[config.mk]
export PLATFORM = sky130hd
export DESIGN_NAME = chacha_keystream_xor
export DESIGN_NICKNAME = d
export VERILOG_FILES = /design/src/rtl/chacha_keystream_xor.sv
export SDC_FILE = /design/constraint.sdc
export NUM_CORES = 1
export LEC_CHECK = 0
export ABC_AREA = 1
export BUFFER_PORTS_ARGS = -buffer_cell sky130_fd_sc_hd__buf_2
export CAP_MARGIN = 20
export CELL_PAD_IN_SITES_DETAIL_PLACEMENT = 0
export CELL_PAD_IN_SITES_GLOBAL_PLACEMENT = 1
export CORE_MARGIN = 2
export CORE_UTILIZATION = 44
export DETAILED_ROUTE_END_ITERATION = 7
export HOLD_SLACK_MARGIN = 0.02
export PLACE_DENSITY_LB_ADDON = 0.1
export RECOVER_POWER = 100
export SLEW_MARGIN = 20
export SYNTH_ARGS = -nofsm -noshare
export SYNTH_HDL_FRONTEND = slang
export SYNTH_SLANG_ARGS = --single-unit
[constraint.sdc]
create_clock -name aclk -period 18.8 [get_ports aclk]
set_clock_uncertainty 0.1 [all_clocks]
set_input_delay 1.88 -clock aclk [delete_from_list [all_inputs] [get_ports aclk]]
set_output_delay 1.88 -clock aclk [all_outputs]
set_load 0.02 [all_outputs]
[src/rtl/chacha_keystream_xor.sv]
// XORs a plaintext word stream with 512-bit keystream blocks serialized into words.
// Define CHACHA_KS_PREFETCH_EN for a two-entry keystream buffer with no bubble between blocks.
module chacha_keystream_xor #(
    parameter int unsigned DATA_W = 512,
    parameter int unsigned WORD_W = 32
) (
    input  logic              aclk,
    input  logic              srst,
    input  logic              ks_tvalid,
    output logic              ks_tready,
    input  logic [DATA_W-1:0] ks_tdata,
    input  logic              pt_tvalid,
    output logic              pt_tready,
    input  logic [WORD_W-1:0] pt_tdata,
    input  logic              pt_tlast,
    output logic              ct_tvalid,
    input  logic              ct_tready,
    output logic [WORD_W-1:0] ct_tdata,
    output logic              ct_tlast
);

    localparam int unsigned NWORDS = DATA_W / WORD_W;
    localparam int unsigned IDX_W = (NWORDS > 1) ? $clog2(NWORDS) : 1;
    localparam logic [IDX_W-1:0] LAST_IDX = IDX_W'(NWORDS - 1);

    logic [DATA_W-1:0] blk0_q, blk0_d;
    logic              buf_valid_q, buf_valid_d;
    logic [IDX_W-1:0]  idx_q, idx_d;
    logic              ct_valid_d, ct_last_d;
    logic [WORD_W-1:0] ct_data_d;
    logic [WORD_W-1:0] cur_word;
    logic              ks_hs, pt_hs, blk_done;

`ifdef CHACHA_KS_PREFETCH_EN
    logic [DATA_W-1:0] blk1_q, blk1_d;
    logic              nxt_valid_q, nxt_valid_d;

    assign ks_tready = !srst && !(buf_valid_q && nxt_valid_q);
`else
    assign ks_tready = !srst && !buf_valid_q;
`endif

    assign pt_tready = !srst && buf_valid_q && (!ct_tvalid || ct_tready);
    assign ks_hs     = ks_tvalid && ks_tready;
    assign pt_hs     = pt_tvalid && pt_tready;
    assign cur_word  = blk0_q[idx_q*WORD_W +: WORD_W];
    assign blk_done  = (idx_q == LAST_IDX) || pt_tlast;

    always_comb begin
        blk0_d      = blk0_q;
        buf_valid_d = buf_valid_q;
        idx_d       = idx_q;
        ct_valid_d  = ct_tvalid;
        ct_data_d   = ct_tdata;
        ct_last_d   = ct_tlast;
`ifdef CHACHA_KS_PREFETCH_EN
        blk1_d      = blk1_q;
        nxt_valid_d = nxt_valid_q;
`endif

        if (pt_hs) begin
            ct_valid_d = 1'b1;
            ct_data_d  = pt_tdata ^ cur_word;
            ct_last_d  = pt_tlast;
            if (blk_done) begin
                idx_d = '0;
`ifdef CHACHA_KS_PREFETCH_EN
                // Promote the prefetched block so the next word sees it without a bubble.
                blk0_d      = blk1_q;
                buf_valid_d = nxt_valid_q;
                nxt_valid_d = 1'b0;
`else
                buf_valid_d = 1'b0;
`endif
            end else begin
                idx_d = idx_q + 1'b1;
            end
        end else if (ct_tready) begin
            ct_valid_d = 1'b0;
        end

        if (ks_hs) begin
`ifdef CHACHA_KS_PREFETCH_EN
            // Evaluated after promotion, so a coincident block lands in the freed slot.
            if (!buf_valid_d) begin
                blk0_d      = ks_tdata;
                buf_valid_d = 1'b1;
                idx_d       = '0;
            end else begin
                blk1_d      = ks_tdata;
                nxt_valid_d = 1'b1;
            end
`else
            blk0_d      = ks_tdata;
            buf_valid_d = 1'b1;
            idx_d       = '0;
`endif
        end
    end

    always_ff @(posedge aclk) begin
        if (srst) begin
            buf_valid_q <= 1'b0;
            idx_q       <= '0;
            ct_tvalid   <= 1'b0;
            ct_tdata    <= '0;
            ct_tlast    <= 1'b0;
`ifdef CHACHA_KS_PREFETCH_EN
            nxt_valid_q <= 1'b0;
`endif
        end else begin
            buf_valid_q <= buf_valid_d;
            idx_q       <= idx_d;
            ct_tvalid   <= ct_valid_d;
            ct_tdata    <= ct_data_d;
            ct_tlast    <= ct_last_d;
`ifdef CHACHA_KS_PREFETCH_EN
            nxt_valid_q <= nxt_valid_d;
`endif
        end
    end

    // Block storage needs no reset; it is qualified by the valid flags.
    always_ff @(posedge aclk) begin
        blk0_q <= blk0_d;
`ifdef CHACHA_KS_PREFETCH_EN
        blk1_q <= blk1_d;
`endif
    end

endmodule

=== Word-level counts from Yosys, hierarchy flattened ===
Cells that the tools add are included.

* Bits in registers: 551
* Output and inout bits: 36
* Logic and storage cells: 31

* Add/subtract/negate cells: 1
* Equality and inequality tests: 1
* Shifts and indexed selects: 1
* Muxes and demuxes: 6
* Bitwise gates (word level): 1
* Reductions and logical operators: 15

{| class="wikitable"
|+ Operator list
! operator !! count
|-
| 512-bit by 10-bit indexed part select with 32-bit output || 1
|-
| 32-bit XOR || 1
|-
| 2-bit nonzero test || 3
|-
| 1-bit logical AND || 5
|-
| 1-bit 2-to-1 mux || 5
|-
| 4-bit by 1-bit adder with 4-bit output (second input constant) || 1
|-
| 4-bit == test (second input constant) || 1
|-
| 4-bit 2-to-1 mux || 1
|-
| 1-bit zero test || 3
|-
| 1-bit logical OR || 2
|-
| 2-bit AND reduction || 1
|-
| 2-bit OR reduction || 1
|}

=== Longest topological paths before layout ===
Gate-level depths: netlist of run 1.

* Depth in word-level cells: 6
* Depth in mapped cells: 15
* Gate-level depth less buffers: 12

=== Worst setup path after synthesis of run 1 ===
OpenSTA, ideal clock, no wires.

* Kind: in2reg
* Start point: input srst
* End point: register blk0_q[0], enable pin
* Arrival time: 12,344 ps
* Slack: 5,499 ps
* Cell stages on the path: 4
* Path buffers: 1
* Cell sequence: buf_2 nor2_1 nand2_1 inv_1

* Word-level cells in the longest chain between the ends: 3

{| class="wikitable"
|+ RTL lines
! what !! RTL line !! source
|-
| start: declaration || 8 || <nowiki>input logic srst,</nowiki>
|-
| 1-bit zero test || 40 || <nowiki>assign ks_tready = !srst && !buf_valid_q;</nowiki>
|-
| 1-bit logical AND || 40 ||
|-
| via ks_tready || 10 || <nowiki>output logic ks_tready,</nowiki>
|-
| 1-bit logical AND || 44 || <nowiki>assign ks_hs = ks_tvalid && ks_tready;</nowiki>
|-
| end signal: assignment || 125 || <nowiki>blk0_q <= blk0_d;</nowiki>
|-
| end: declaration || 26 || <nowiki>logic [DATA_W-1:0] blk0_q, blk0_d;</nowiki>
|}

The timed path passes the listed nets, and every way through them passes these cells.
A chain may end at the register's enable or synchronous reset.

=== Worst setup path after layout of run 1 ===
* Start point: input srst
* End point: register blk0_q[89], enable pin

* Word-level cells in the longest chain between the ends: 3

{| class="wikitable"
|+ RTL lines
! what !! RTL line
|-
| 1-bit zero test || 40
|-
| 1-bit logical AND || 40
|-
| 1-bit logical AND || 44
|}

No other way between the ends.

==> impl_metrics.tcl, run 1 <==
set metrics [dict create \
    status "complete, but fails checks" \
    violations "max-capacitance violations, max-slew violations" \
    grt_max_degree 179 \
    seq_power_share_pct 50.9 \
    synth_area_sq_um 24400 \
    grt_overflow_total 0 \
    syn_avg_cell_area_sq_um 9.63 \
    final_nets 3632 \
    via_count 18600 \
    seq_area_frac_synth_pct 66.3 \
    hp-start "idx_q[3]$_SDFFE_PP0P_" \
    grt_pass1_wl_um 109000 \
    dp_hpwl_um 53200 \
    fin_crit_sh_pct 57.9 \
    max_freq_mhz 91.9 \
    place.gp.congestion 0.868 \
    io_pins 586 \
    die_h_um 239 \
    synth-edff-count 512 \
    final_max_slew_viol_count 282 \
    synth_top_area_share_pct 63.1 \
    cts_buffers 59 \
    drive_gt1_share_pct 17.4 \
    core_sq_um 54900 \
    p_leak_uw 0.0137 \
    p_clk_share_pct 41.0 \
    ant_nets 0 \
    fillerInstances 5173 \
    slew_headroom_pct -291 \
    post-route-min-period_ns 10.89 \
    portBuffers 585 \
    ir_drop_mv 0.0769 \
    ys.flop_type "edfxtp_1" \
    worst-endpoint-required_ns 18.54 \
    clkLatencyLatePin_ns 0.62 \
    grt.total_usage_pct 26.1 \
    yosysTopAreaCell "edfxtp_1" \
    p_switching_uw 640 \
    worstMarginPinSlew_ns 5.86 \
    clock_path_buffers 3 \
    yosys-top-cells-count "nand2_1 (843), inv_1 (550), edfxtp_1 (512)" \
    r2r_start "buf_valid_q$_SDFFE_PP0P_" \
    layout.cells.non_filler 3857 \
    max_cap_viol_count 4 \
    p_per_area_nw_per_um2 95.4 \
    hold_end "idx_q[3]$_SDFFE_PP0P_" \
    p_comb_share_pct 8.1 \
    crit_path_start_kind "input port" \
    fp.dieW_um 239 \
    cts_tree "done" \
    cts_setup_buffers 0 \
    clkTransAtPathRegs_ns 0.06 \
    drc 0 \
    area_growth_pct 20.8 \
    async_reset_ff_share_pct 0 \
    final_cell_area_sq_um 29400 \
    rr_worst_depth 4 \
    sw_frac_of_total_pct 22.8 \
    wl_per_cell_um 19.7 \
    syn-instance-count 2531 \
    avgViaCountPerCell 4.81 \
    dpl_cell_area_sq_um 27700 \
    dieArea_sq_um 57300 \
    path_max_fanout 133 \
    holdPathStages 2 \
    synth.most_common_cell "nand2_1" \
    intPower_uw 2170 \
    initial_core_util_pct 44.4 \
    first_pass_iters 5 \
    cts_root_buffer "clkbuf_16" \
    final.setup.tns_ns 0 \
    r2r_slack_ns 10.55 \
    finalSetupViolCount 0 \
    hold_viol 0 \
    end_kind "flip-flop" \
    hold_class "flip-flop to flip-flop" \
    cts.htree.levels 2 \
    hold-worst-slack_ns 0.430 \
    cts_resized 0 \
    antenna_found_initial 32 \
    fin_util_pct 53.6 \
    drt_wl_total_um 75900 \
    ys_types 19 \
    num_rows 86 \
    rsz0062_at_grt "false" \
    cts.sinks 551 \
    cp.arrival_ns 10.63 \
    grt_pass1_vias 17700 \
    synth-seq-cells 551 \
    yosysWarningCount 0 \
    synthesis.nets 3082 \
    crit_type "input port to flip-flop" \
    initialDrtViolationCount 1498 \
    rr_endpoint "blk0_q[89]$_DFFE_PP_" \
    numPlacedInstances 3723 \
    synth.area.top_cells "edfxtp_1 (63%), nand2_1 (13%), inv_1 (8.5%)" \
    hold_buffers 0 \
]
layout by cell type, fill, tap and decap left out, types with 2 or more instances in the layout:
master,count
a21oi_1,35
buf_1,3
buf_2,409
buf_4,11
buf_6,2
bufinv_16,5
clkbuf_1,192
clkbuf_16,61
clkbuf_8,5
clkinv_1,10
clkinv_2,7
clkinvlp_4,2
dfxtp_1,36
dfxtp_4,2
diode_2,26
edfxtp_1,512
inv_1,549
inv_2,34
nand2_1,843
nand3_1,385
nor2_1,10
nor3_1,5
flip-flops by register name, summed over array words and instances, names as in the netlist:
register,count
buf_valid_q,1
blk0_q,512
ct_tvalid,1
idx_q,4
ct_tlast,1
ct_tdata,32
cell type report:
type                    instances  area, sq um  share of cell area, %
flip-flops and latches        551        16200                   54.9
multi-input cells            1282         5360                   18.2
repair buffers                601         2850                   9.68
inverters                     586         2210                   7.51
clock buffers                  83         1660                   5.64
well taps                     704          881                   2.99
clock inverters                24          238                  0.808
diodes                         26         65.1                  0.221
cells by family after synthesis:
logic type,share of synthesized area [%]
simple gates,21.2
buf+inv,11.7
flops,66.3
compound gates,0.770
fa+ha+maj,0.0513
routing by layer:
| metal | vias up | part of all wire, % | track usage (%) |
|---|---|---|---|
| li1 | 9056 | - | - |
| met1 | 8707 | 41 | 34.3 |
| met2 | 663 | 47 | 42.1 |
| met3 | 123 | 8.2 | 6.48 |
| met4 | 22 | 2.9 | 9.56 |
| met5 | - | 0.19 | 0 |
power by group through the flow:
| stage | Clock [uW] | Combinational (uW) | Sequential [uW] |
|---|---|---|---|
| 2_1_floorplan | 0 | 118 | 1480 |
| 3_3_place_gp | 0 | 230 | 1450 |
| 3_5_place_dp | 0 | 233 | 1450 |
| 4_1_cts | 1170 | 235 | 1430 |
| 5_1_grt | 1220 | 254 | 1440 |
| 6_report | 1150 | 226 | 1430 |
worst max-delay path, stage by stage:
cell        delay, ns
buf_2            0.08
clkbuf_1         1.52
nor2_1           0.19
nand2_1          0.24
clkinvlp_2       4.27
clkbuf_1         2.34
worst max path at each step:
stage,to,slack [ns],from,cells past startpoint
finish,blk0_q[89]$_DFFE_PP_,7.91,srst,6
global route,blk0_q[185]$_DFFE_PP_,6.90,srst,6
CTS,blk0_q[435]$_DFFE_PP_,13.54,srst,7
detailed placement,blk0_q[414]$_DFFE_PP_,12.90,srst,7
global placement,blk0_q[446]$_DFFE_PP_,13.02,srst,7
floorplan,blk0_q[0]$_DFFE_PP_,5.50,srst,4
through the flow:
step / power (uW) / worst slack, ns
after floorplan: 1600 / 5.50
after CTS: 2840 / 13.54
final: 2810 / 7.91
after global routing: 2910 / 6.90
after detailed placement: 1690 / 12.90
after global placement: 1680 / 13.02
Power figures use the tool's default switching activity.
==> run 2, diff against run 1 <==
--- a/config.mk
+++ b/config.mk
@@ -11,7 +11,7 @@
 export CELL_PAD_IN_SITES_DETAIL_PLACEMENT = 0
 export CELL_PAD_IN_SITES_GLOBAL_PLACEMENT = 1
 export CORE_MARGIN = 2
-export CORE_UTILIZATION = 44
+export CORE_UTILIZATION = 37
 export DETAILED_ROUTE_END_ITERATION = 7
 export HOLD_SLACK_MARGIN = 0.02
 export PLACE_DENSITY_LB_ADDON = 0.1
==> constraint.sdc (replaced) <==
create_clock -name aclk -period 9.92 [get_ports aclk]
set_clock_uncertainty 0.1 [all_clocks]
set_input_delay 0.992 -clock aclk [delete_from_list [all_inputs] [get_ports aclk]]
set_output_delay 0.992 -clock aclk [all_outputs]
set_load 0.02 [all_outputs]
==> run 2 against run 1 <==
  * Critical path type unchanged
  * Via count decreased by 0.75%
  * First-iteration DRC count is 12% lower
  * Non-clock buffer count fell by 2
  * Sequential share of layout area is 0.81 points lower
  * Combinational power up 90%
  * Critical path depth fell by 1
  * Largest cell class unchanged
  * Routed wire length increased by 3.7%
  * Global-route usage down 3.4 points
  * Largest power group unchanged
  * The flow still finishes with violations (max-capacitance violations, max-slew violations)
  * Setup slack worse by 4.5 ns
==> impl_metrics.tcl, run 2 (synthesis results as in run 1) <==
set metrics [dict create \
    drc 0 \
    top_regs "blk0_q (512), ct_tdata (32), idx_q (4)" \
    num_rows 94 \
    crit_chain "clkbuf_1, nor2_1, nand2_1, clkinvlp_2, clkbuf_1" \
    top_register "blk0_q" \
    p_leak_uw 0.0139 \
    core_sq_um 65500 \
    max_cap_viol_count 4 \
    drt_wl_total_um 78800 \
    status "complete, but fails checks" \
    holdPathStages 4 \
    max_stage_delay_ns 3.11 \
    cts_buffers 67 \
    post-route-min-period_ns 6.52 \
    worstMarginPinSlew_ns 4.33 \
    path_buf_inv 3 \
    clkLatencyLatePin_ns 0.62 \
    area_growth_pct 22.6 \
    path_max_fanout 78 \
    avgViaCountPerCell 4.58 \
    hold_buffers 0 \
    path_depth 5 \
    die_h_um 261 \
    fp.dieW_um 261 \
    crit_path_start_kind "input port" \
    grt_pass1_vias 18000 \
    drive_gt1_share_pct 18.5 \
    max_freq_mhz 153 \
    clkTransAtPathRegs_ns 0.06 \
    via_count 18400 \
    worst-endpoint-required_ns 9.93 \
    grt_max_degree 175 \
    violations "max-capacitance violations, max-slew violations" \
    ant_nets 0 \
    layout_common_cells "nand2_1 (843), inv_1 (549), edfxtp_1 (512)" \
    hold_viol 0 \
    p_per_area_nw_per_um2 186 \
    portBuffers 585 \
    cpMostUsedCell "clkbuf_1" \
    hold_class "flip-flop to flip-flop" \
    end_kind "flip-flop" \
    rsz0062_at_grt "false" \
    final.setup.tns_ns 0 \
    wl_per_cell_um 19.6 \
    cts_resized 0 \
    clock_path_buffers 3 \
    grt.total_usage_pct 22.7 \
    slew_headroom_pct -189 \
    ir_drop_mv 0.0964 \
    mostFrequentLayoutCell "nand2_1" \
    initialDrtViolationCount 1317 \
    numPlacedInstances 3882 \
    cts_tree "done" \
    cts_setup_buffers 0 \
    final_nets 3638 \
    dp_hpwl_um 55000 \
    io_pins 586 \
    initial_core_util_pct 37.2 \
    layout.cells.non_filler 4025 \
    place.gp.congestion 0.806 \
    grt_overflow_total 0 \
    critPathSlowestCell "clkbuf_1" \
    finalSetupViolCount 0 \
    largest_reg_flops 512 \
    crit_family "buffers and inverters" \
    first_pass_iters 6 \
    dieArea_sq_um 67900 \
    cts.htree.levels 3 \
    antenna_found_initial 22 \
    cts.sinks 551 \
    rr_worst_depth 4 \
    crit_type "input port to flip-flop" \
    cp.arrival_ns 6.52 \
    cts_root_buffer "clkbuf_16" \
    final_max_slew_viol_count 197 \
    grt_pass1_wl_um 112000 \
    fin_crit_sh_pct 65.7 \
]
run 2: area by class of cell:
| cell class | instances | area (sq um) |
|---|---|---|
| fill | 6483 | 35600 |
| sequential | 551 | 16200 |
| multi-input combinational | 1282 | 5360 |
| timing repair buffer | 599 | 2860 |
| inverter | 586 | 2210 |
| clock buffer | 84 | 1750 |
| tap | 864 | 1080 |
| clock inverter | 40 | 397 |
| antenna | 19 | 47.5 |
run 2: worst register-to-register path: cells and delay by family, from the launching register on:
kind	cells	cell delay [ns]
buffers and inverters	2	4.22
DFF	1	0.31
and+or+nand+nor	2	0.30
run 2: layer usage:
| metal | GRT usage (%) | part of all wire [%] | vias to the layer above |
|---|---|---|---|
| met1 | 29.3 | 42 | 8630 |
| met4 | 9.75 | 3.4 | 12 |
| met5 | 0 | 0.098 | - |
| met2 | 36.4 | 47 | 596 |
| li1 | - | - | 9054 |
| met3 | 5.45 | 7.3 | 139 |
run 2: metrics by stage:
step	total power, uW	utilization, %	hold WS (ns)	instance area (sq um)	setup slack (ns)
after floorplan	3010	-	0.400	24400	0.329
after global placement	3190	42.5	0.415	27900	5.24
after detailed placement	3200	42.5	0.421	27900	5.15
after CTS	5620	45.8	0.412	30000	5.77
after global routing	5750	45.5	0.426	29800	2.87
final	5540	45.6	0.432	29900	3.40
run 2: final timing paths:
path	start	end	slack, ns
worst max-delay path	srst	blk0_q[439]$_DFFE_PP_	3.40
worst min-delay path	ct_tdata[0]$_SDFFE_PP0P_	ct_tdata[0]$_SDFFE_PP0P_	0.43
worst max register to register	buf_valid_q$_SDFFE_PP0P_	blk0_q[439]$_DFFE_PP_	4.43
worst min register to register	ct_tdata[0]$_SDFFE_PP0P_	ct_tdata[0]$_SDFFE_PP0P_	0.43
run 2: report_power, final:
part / switching, uW / leakage, uW / internal (uW)
logic: 279 / 0.00781 / 150
clock network: 1010 / 0.00104 / 1400
registers: 34.0 / 0.00506 / 2670
